`src/rtl/poly_add_ctrl.sv`:
```
// poly_add_ctrl: sequencer for the pipelined mod-3329 coefficient adder; streams one N-coefficient job.
// Optional feature macro: POLY_ADD_STALL_EN adds a stall input that freezes address issue.
`default_nettype none

module poly_add_ctrl #(
  parameter int N          = 256,
  parameter int AW         = 8,
  parameter int RD_LAT     = 1,
  parameter int ADD_LAT    = 2,
  parameter int MODE_SETUP = 2
) (
  input  logic          clk,
  input  logic          rst,
`ifdef POLY_ADD_STALL_EN
  input  logic          stall,
`endif
  input  logic          start,
  input  logic [1:0]    mode_in,
  output logic          busy,
  output logic          done,
  output logic          rd_en,
  output logic [AW-1:0] rd_addr,
  output logic [1:0]    add_mode,
  output logic          wr_en,
  output logic [AW-1:0] wr_addr
);

  localparam int          LAT  = RD_LAT + ADD_LAT;
  localparam int          TMAX = (MODE_SETUP > LAT) ? MODE_SETUP : LAT;
  localparam int          TW   = $clog2(TMAX + 1);
  localparam logic [AW:0] LAST = (AW+1)'(N - 1);

  typedef enum logic [2:0] {
    S_IDLE  = 3'd0,
    S_SETUP = 3'd1,
    S_ISSUE = 3'd2,
    S_DRAIN = 3'd3,
    S_DONE  = 3'd4
  } state_t;

  state_t        state;
  state_t        state_n;
  logic [AW:0]   cnt;
  logic [TW-1:0] tcnt;
  logic          issue_hold;

`ifdef POLY_ADD_STALL_EN
  assign issue_hold = stall;
`else
  assign issue_hold = 1'b0;
`endif

  always_comb begin
    state_n = state;
    busy    = 1'b0;
    done    = 1'b0;
    rd_en   = 1'b0;
    rd_addr = cnt[AW-1:0];
    case (state)
      S_IDLE: begin
        if (start) state_n = S_SETUP;
      end
      S_SETUP: begin
        busy = 1'b1;
        if (tcnt == TW'(MODE_SETUP - 1)) state_n = S_ISSUE;
      end
      S_ISSUE: begin
        busy  = 1'b1;
        rd_en = !issue_hold;
        if (!issue_hold && cnt == LAST) state_n = S_DRAIN;
      end
      S_DRAIN: begin
        busy = 1'b1;
        if (tcnt == TW'(LAT - 1)) state_n = S_DONE;
      end
      S_DONE: begin
        busy    = 1'b1;
        done    = 1'b1;
        state_n = S_IDLE;
      end
      default: state_n = S_IDLE;
    endcase
  end

  // tcnt times SETUP and DRAIN; cnt is one bit wider than the address so the last issue never wraps
  always_ff @(posedge clk or posedge rst) begin
    if (rst) begin
      state    <= S_IDLE;
      cnt      <= '0;
      tcnt     <= '0;
      add_mode <= '0;
    end else begin
      state <= state_n;
      if (state_n != state)
        tcnt <= '0;
      else if (state == S_SETUP || state == S_DRAIN)
        tcnt <= tcnt + TW'(1);
      if (state == S_IDLE) begin
        cnt <= '0;
        if (start) add_mode <= mode_in;
      end else if (rd_en) begin
        cnt <= cnt + (AW+1)'(1);
      end
    end
  end

  logic [LAT-1:0] dl_vld;
  logic [AW-1:0]  dl_addr [LAT];

  // Write-back delay line: read bubbles become write bubbles, order preserved
  always_ff @(posedge clk or posedge rst) begin
    if (rst) begin
      dl_vld <= '0;
      for (int i = 0; i < LAT; i++) dl_addr[i] <= '0;
    end else begin
      dl_vld[0]  <= rd_en;
      dl_addr[0] <= rd_addr;
      for (int i = 1; i < LAT; i++) begin
        dl_vld[i]  <= dl_vld[i-1];
        dl_addr[i] <= dl_addr[i-1];
      end
    end
  end

  assign wr_en   = dl_vld[LAT-1];
  assign wr_addr = dl_addr[LAT-1];

endmodule

`default_nettype wire
```
`config.mk`:
```
export PLATFORM = sky130hd
export DESIGN_NAME = poly_add_ctrl
export DESIGN_NICKNAME = d
export VERILOG_FILES = /design/src/rtl/poly_add_ctrl.sv
export SDC_FILE = /design/constraint.sdc
export NUM_CORES = 1
export LEC_CHECK = 0
export CORE_MARGIN = 2
export CORE_UTILIZATION = 52
export CTS_CLUSTER_DIAMETER = 80
export DETAILED_ROUTE_END_ITERATION = 8
export PLACE_DENSITY = 0.87
export SLEW_MARGIN = 20
export SYNTH_ARGS = -nofsm -noshare
export SYNTH_HDL_FRONTEND = slang
export SYNTH_SLANG_ARGS = --single-unit
```
`constraint.sdc`:
```
create_clock -name clk -period 2.07 [get_ports clk]
set_clock_uncertainty 0.05 [all_clocks]
set_input_delay 0.3105 -clock clk [delete_from_list [all_inputs] [get_ports clk]]
set_output_delay 0.3105 -clock clk [all_outputs]
set_load 0.03 [all_outputs]
```
After elaboration in Yosys (flattened, before gate mapping):

Index checks and enable logic that the tools add are counted.

* register bits: 43
* bits of input ports: 5
* output and inout bits: 22
* word-level logic and storage cells: 36

* $add $sub $neg: 2
* equality and inequality tests: 8
* mux-type cells: 12
* reduce and logical (&&, ||, !) cells: 6

Operator list (count)
* 9-bit two-way mux: 2
* 3-bit two-way mux: 4
* 3-bit one-hot mux with 4 select lines: 1
* 9-bit by 1-bit adder with 9-bit output, second input constant: 1
* 9-bit by 8-bit equality test with 1-bit output, second input constant: 1
* 3-bit by 2-bit equality test with 1-bit output, second input constant: 2
* 2-bit two-way mux: 2
* 2-bit nonzero test: 2
* 4-bit OR reduction: 1
* 3-bit by 1-bit equality test with 1-bit output, second input constant: 1
* 3-bit equality test, second input constant: 1
* 3-bit zero test: 1
* 1-bit two-way mux: 3
* 3-bit inequality test: 1
* 2-bit by 1-bit adder with 2-bit output, second input constant: 1
* 2-bit by 1-bit equality test with 1-bit output, second input constant: 1
* 2-bit equality test, second input constant: 1
* 2-bit AND reduction: 1
* 1-bit logical OR: 1

Depth between registers and ports, before layout:

Gate-level depths: netlist of run 1.

* depth in word-level cells: 5
* gate-level depth with buffers: 7
* depth with buffers taken out: 7

Worst setup path before layout of run 1:

OpenSTA, ideal clock, no wires.

* path kind: flip-flop to output port
* from: reg state[1]
* to: out busy
* arrival time: 1.309 ns
* required time: 1.710 ns
* slack: 0.400 ns
* stages on the path, launching flop included: 5
* path buffers: 2
* cells stage by stage: dfrtp_1 > buf_2 > buf_2 > nor2_1 > xnor2_1

* cells in the longest elaborated chain, start to end: 3
* elaborated cells on any way between the ends: 6
* those cells by class: eq/ne: 4; mux: 1; reduce/logical: 1

RTL lines
* from (decl): line 41 `state_t state;`
* from (signal assigned): line 93 `state <= state_n;`
* 3-bit by 1-bit equality test with 1-bit output (tied with other cells): line 59 `case (state)`
* 4-bit OR reduction (no source line) (*)
* 1-bit two-way mux (*): line 59
* to (decl): line 19 `output logic busy,`

Every way passes the cells marked *; elsewhere a longest branch is shown, timed or not.

Worst setup path in the final report of run 1:

* from: reg cnt[4]
* to: out rd_addr[4]

RTL lines
* from (decl): line 43 `logic [AW:0] cnt;`
* from (signal assigned): line 102 `cnt <= cnt + (AW+1)'(1);`
* to (decl): line 22 `output logic [AW-1:0] rd_addr,`

No word-level cell between the ends.

==> flow_metrics.env, run 1 <==
export IMPL_synth_edf_count=0
export IMPL_grt_max_degree=44
export IMPL_arrival_ps=1570
export IMPL_slew_viol_final=0
export IMPL_insertion_delay_ps=340
export IMPL_critPathLaunchType="register"
export IMPL_seqCellArea_sq_um=1080
export IMPL_clkTransAtPathRegs_ps=110
export IMPL_dr_pass1_iters=5
export IMPL_synth_seq_area_share_pct=63.1
export IMPL_synth_seq_cells=43
export IMPL_cap_violations=0
export IMPL_chipWidth_microns=61.2
export IMPL_p_sw_mw=0.271
export IMPL_worst_pin_slew_ps=500
export IMPL_num_vias=981
export IMPL_cp_required_ps=1710
export IMPL_drt_initial_drc_count=32
export IMPL_clock_path_buffers=2
export IMPL_cts_sinks=43
export IMPL_drc=0
export IMPL_p_per_area_nw_per_um2=751
export IMPL_syn_avg_cell_area_sq_um=12.6
export IMPL_cp_end_kind="output port"
export IMPL_slowest_delay_ps=720
export IMPL_grt_first_pass_wirelength_microns=4180
export IMPL_cts_buffers=5
export IMPL_ctsResizeCount=3
export IMPL_setup_violations=0
export IMPL_slew_headroom_pct=66.7
export IMPL_synth_cell_type_count=33
export IMPL_syn2layout_area_growth_pct=17.5
export IMPL_diodes=0
export IMPL_place_congestion=0.758
export IMPL_multi_input_area_sq_um=468
export IMPL_mostFrequentLayoutCell="dfrtp_1"
export IMPL_antenna_found_initial=0
export IMPL_vias_per_cell=5.01
export IMPL_cp_slowest_cell="clkdlybuf4s50_1"
export IMPL_nNetsFinal=160
export IMPL_fmax_mhz=518
export IMPL_power_mw=1.50
export IMPL_cts_tree="done"
export IMPL_power_frac_clock_pct=41.6
export IMPL_period_minus_slack_ps=1930
export IMPL_coreArea_sq_um=3080
export IMPL_core_rowCount=20
export IMPL_dieArea_sq_um=3750
export IMPL_start_util_pct=55.4
export IMPL_swShare_pct=18.0
export IMPL_rsz0062_at_grt="false"
export IMPL_gr_usage_all_layers_pct=15.9
export IMPL_synth_largest_area_cell="dfrtp_1"
export IMPL_cpLargestDelayFamily="buffers and inverters"
export IMPL_crit_chain="clkdlybuf4s50_1"
export IMPL_cts_hold_buf=0
export IMPL_synthCells=135
export IMPL_htreeDepth=2
export IMPL_drive_gt1_share_pct=12.5
export IMPL_cp_max_fo=10
export IMPL_synth_flop_cell="dfrtp_1"
export IMPL_die_y_microns=61.2
export IMPL_crit_buf_inv=1
export IMPL_async_flop_share_pct=100
export IMPL_wl_per_cell_microns=12.8
export IMPL_power_frac_seq_pct=56.1
export IMPL_ir_drop_mv=0.618
export IMPL_path_class="reg -> out"
export IMPL_fillers=243
export IMPL_cts_root_buf="clkbuf_4"
export IMPL_synth_warnings=0
export IMPL_overflow=0
export IMPL_synth_area_top_cells="dfrtp_1 (63%), buf_4 (7.0%), mux2_2 (3.3%)"
export IMPL_post_cts_buffers=0
export IMPL_ant_nets=0
export IMPL_final_cell_mix="dfrtp_1 (42), clkdlybuf4s50_1 (23), nand2_1 (9)"
export IMPL_leakage_nw=0.882
export IMPL_drt_total_wl_microns=2500
export IMPL_ios=27
export IMPL_fin_crit_sh_pct=93.3
export IMPL_status="completed"
export IMPL_grt_pass1_vias=934
export IMPL_netlist_area_leader_share_pct=63.1
export IMPL_p_comb_share_pct=2.3
export IMPL_p_int_mw=1.23
export IMPL_finalHoldViolations=0
export IMPL_portBuffers=26
export IMPL_hold_class="reg -> reg"
export IMPL_synth_area_sq_um=1700
export IMPL_synthesis_nets=144
export IMPL_dp_hpwl_microns=1770
export IMPL_setup_tns_ps=0
-- through the flow --
step | hold WS [ps] | worst slack, ps | instances | cell area [sq um] | util, %
CTS | 310 | 126 | 196 | 2000 | 65.0
detailed placement | 285 | 295 | 188 | 1900 | 61.8
global placement | 282 | 372 | 188 | 1900 | 61.8
finish | 309 | 139 | 196 | 2000 | 65.0
floorplan | 281 | 400 | 135 | 1700 | -
global route | 315 | 51.1 | 196 | 2000 | 65.0
-- path summary, 6_finish.rpt --
| check | startpoint | to | slack [ps] | cells after the start |
|---|---|---|---|---|
| max reg2reg | cnt[0] | tcnt[0] | 270 | 7 |
| max | cnt[4] | rd_addr[4] | 140 | 1 |
| min | dl_addr[19] | dl_addr[11] | 310 | 0 |
| max in group asynchronous | rst | state[2] | 1280 | 3 |
| min reg2reg | dl_addr[19] | dl_addr[11] | 310 | 0 |
| min in group asynchronous | rst | dl_addr[11] | 330 | 3 |
-- power by group through the flow --
stage          Sequential [mW]  Combinational (mW)  Clock, mW
6_report                 0.843              0.0352      0.625
5_1_grt                  0.843              0.0396      0.676
4_1_cts                  0.843              0.0367      0.639
3_5_place_dp             0.859              0.0366          0
3_3_place_gp             0.859              0.0352          0
2_1_floorplan            0.863              0.0148          0
-- layout make-up --
cell class | instances | share of cell area [%]
flip-flops and latches | 43 | 53.8
multi-input cells | 67 | 23.4
clock inverters | 2 | 3.00
inverters | 4 | 0.750
clock buffers | 6 | 2.06
well taps | 44 | 2.75
repair buffers | 30 | 14.3
-- cell usage after synthesis (3+ instances only) --
| cell | count |
|---|---|
| a21oi_1 | 3 |
| a22o_1 | 3 |
| and3_1 | 4 |
| buf_2 | 5 |
| buf_4 | 16 |
| dfrtp_1 | 43 |
| ha_1 | 4 |
| inv_1 | 4 |
| mux2_2 | 5 |
| nand2_1 | 9 |
| nand2b_1 | 3 |
| nand3_1 | 5 |
| nor2_1 | 3 |
| nor3b_1 | 3 |
| o21ai_0 | 4 |
-- cell families after synthesis --
kind of cell	Yosys count	synth area share (%)
adder cells (fa/ha/maj)	4	2.94
flip-flops	43	63.1
buffers and inverters	25	9.40
AO/OA/AOI/OAI	16	6.54
XOR/XNOR	1	0.514
multiplexers	6	3.89
AND/OR/NAND/NOR	40	13.6
-- state kept, by name, indices dropped and copies added (netlist names) --
| name | count |
|---|---|
| add_mode | 2 |
| cnt | 9 |
| dl_addr | 16 |
| dl_vld | 3 |
| state | 3 |
| tcnt | 2 |
| wr_addr | 8 |
-- metal layers --
metal | GRT usage, % | vias up | share of wire [%]
li1 | - | 477 | -
met1 | 18.4 | 465 | 42
met4 | 6.52 | 0 | 1.9
met5 | 0 | - | 0
met2 | 26.6 | 34 | 48
met3 | 6.30 | 5 | 7.5
(Power assumes the default switching activity.)
==> run 2: changes to the inputs <==
Settings changed: CAP_MARGIN set to 25, CORE_ASPECT_RATIO set to 1.2.
==> run 2 against run 1 <==
  * Final cell count fell by 3.6%
  * Register-to-register slack hardly changed
  * Setup slack worse by 6.5 ps
  * Worst hold slack got worse by 59 ps
  * Global-route usage is 0.71 points higher
  * Clock power is 1% lower
  * Maximum frequency fell by 0.33%
  * Wire length grew 2.5%
  * Critical path depth did not move
  * Utilization is 0.19 points lower
  * Via count up 3.8%
  * Critical path type unchanged
  * Largest power group unchanged
==> flow_metrics.env, run 2 (synthesized netlist as in run 1, its figures left out) <==
export IMPL_cap_violations=0
export IMPL_dp_hpwl_microns=1870
export IMPL_ant_nets=0
export IMPL_cpLargestDelayFamily="buffers and inverters"
export IMPL_dpl_cell_area_sq_um=1900
export IMPL_leakage_nw=0.887
export IMPL_start_util_pct=55.3
export IMPL_fin_crit_sh_pct=93.6
export IMPL_fmax_mhz=516
export IMPL_layoutNonFillerInstCount=189
export IMPL_drt_initial_drc_count=17
export IMPL_grt_pass1_vias=1049
export IMPL_worst_pin_slew_ps=493
export IMPL_vias_per_cell=5.39
export IMPL_coreArea_sq_um=3080
export IMPL_gr_usage_all_layers_pct=16.7
export IMPL_rsz0062_at_grt="false"
export IMPL_grtUsageMet1_pct=18.0
export IMPL_cts_sinks=43
export IMPL_cp_required_ps=1710
export IMPL_drc=0
export IMPL_largest_reg_flops=16
export IMPL_dr_pass1_iters=4
export IMPL_fillers=253
export IMPL_overflow=0
export IMPL_met3_usage_pct=6.02
export IMPL_insertion_delay_ps=330
export IMPL_num_vias=1018
export IMPL_final_cell_mix="dfrtp_1 (42), clkdlybuf4s50_1 (23), nand2_1 (9)"
export IMPL_slew_viol_final=0
export IMPL_drive_gt1_share_pct=13.1
export IMPL_cts_root_buf="clkbuf_4"
export IMPL_drt_total_wl_microns=2560
export IMPL_setup_tns_ps=0
export IMPL_setup_violations=0
export IMPL_ios=27
export IMPL_cp_max_fo=10
export IMPL_core_rowCount=22
export IMPL_cp_slowest_cell="clkdlybuf4s50_1"
export IMPL_clock_path_buffers=2
export IMPL_cp_end_kind="output port"
export IMPL_syn2layout_area_growth_pct=17.3
export IMPL_htreeDepth=2
export IMPL_wl_per_cell_microns=13.6
export IMPL_slew_headroom_pct=67.1
export IMPL_ir_drop_mv=0.590
export IMPL_dieArea_sq_um=3750
export IMPL_finalHoldViolations=0
export IMPL_cts_hold_buf=0
export IMPL_place_congestion=0.736
export IMPL_period_minus_slack_ps=1940
export IMPL_nNetsFinal=161
export IMPL_hold_class="in -> async"
export IMPL_antenna_found_initial=0
export IMPL_largest_register="dl_addr"
export IMPL_grt_max_degree=21
export IMPL_fin_area_sq_um=2000
export IMPL_status="completed"
export IMPL_busiest_layer="met2"
export IMPL_crit_chain="clkdlybuf4s50_1"
export IMPL_critPathLaunchType="register"
export IMPL_portBuffers=26
export IMPL_slowest_delay_ps=740
export IMPL_clkTransAtPathRegs_ps=110
export IMPL_grt_first_pass_wirelength_microns=4660
export IMPL_arrival_ps=1580
export IMPL_cts_tree="done"
export IMPL_diodes=0
export IMPL_mostFrequentLayoutCell="dfrtp_1"
export IMPL_gr_usage_met2_pct=29.4
export IMPL_cts_buffers=5
export IMPL_placed_cells=181
export IMPL_path_class="reg -> out"
export IMPL_die_y_microns=66.7
export IMPL_crit_buf_inv=1
export IMPL_p_per_area_nw_per_um2=749
export IMPL_chipWidth_microns=56.3
## run 2: changes by cell type in the layout (fill, tap and decap cells not counted)
cell,change
buf_4,+1
## run 2: power breakdown
part | total, mW | internal [mW] | switching (mW) | leakage, nW
Clock | 0.619 | 0.377 | 0.242 | 0.0525
Sequential | 0.842 | 0.842 | 0.000936 | 0.502
Combinational | 0.0372 | 0.0144 | 0.0228 | 0.332
Total | 1.50 | 1.23 | 0.266 | 0.887
## run 2: timing repair
item / 4_1_cts / 5_1_grt
resized for setup: 3 / 0
setup endpoints to repair: 2 / 0
setup buffers: 0 / 0
## run 2: cell type report
| type | instances | area, sq um | area share (%) |
|---|---|---|---|
| repair buffers | 31 | 293 | 14.6 |
| well taps | 36 | 45.0 | 2.25 |
| multi-input cells | 67 | 468 | 23.4 |
| flip-flops and latches | 43 | 1080 | 53.9 |
| inverters | 4 | 15.0 | 0.751 |
| clock inverters | 2 | 60.1 | 3.00 |
| clock buffers | 6 | 41.3 | 2.07 |
## run 2: final timing paths
kind                        startpoint    endpoint  slack, ps  cells past startpoint
setup / recovery                cnt[4]  rd_addr[4]        130                      1
hold / removal                     rst  dl_addr[8]        250                      2
setup reg to reg                cnt[0]     tcnt[0]        280                      7
hold reg to reg            dl_addr[12]  wr_addr[4]        310                      0
max in group asynchronous          rst    state[2]       1120                      3
min in group clk           dl_addr[12]  wr_addr[4]        310                      0
## run 2: per-stage QoR
stage / worst slack (ps) / utilization [%] / power [mW] / hold slack, ps
after floorplan: 400 / - / 0.878 / 281
final: 133 / 64.9 / 1.50 / 251
after global placement: 369 / 61.6 / 0.896 / 282
after detailed placement: 312 / 61.6 / 0.898 / 285
after CTS: 92.7 / 64.9 / 1.52 / 267
after global routing: 27.3 / 64.9 / 1.57 / 278
## run 2: routing by layer
layer | share of wire [%] | vias up | routed length, microns
met5 | 0 | - | 0
met4 | 1.6 | 0 | 42
met3 | 4.0 | 5 | 103
met2 | 53 | 25 | 1350
met1 | 42 | 507 | 1070
li1 | - | 481 | -
==> run 3: changes to the inputs <==
Settings changed: SLEW_MARGIN 20 to 10.
==> results of run 3 <==
Final layout, timing and power as in run 2 (identical DEF).
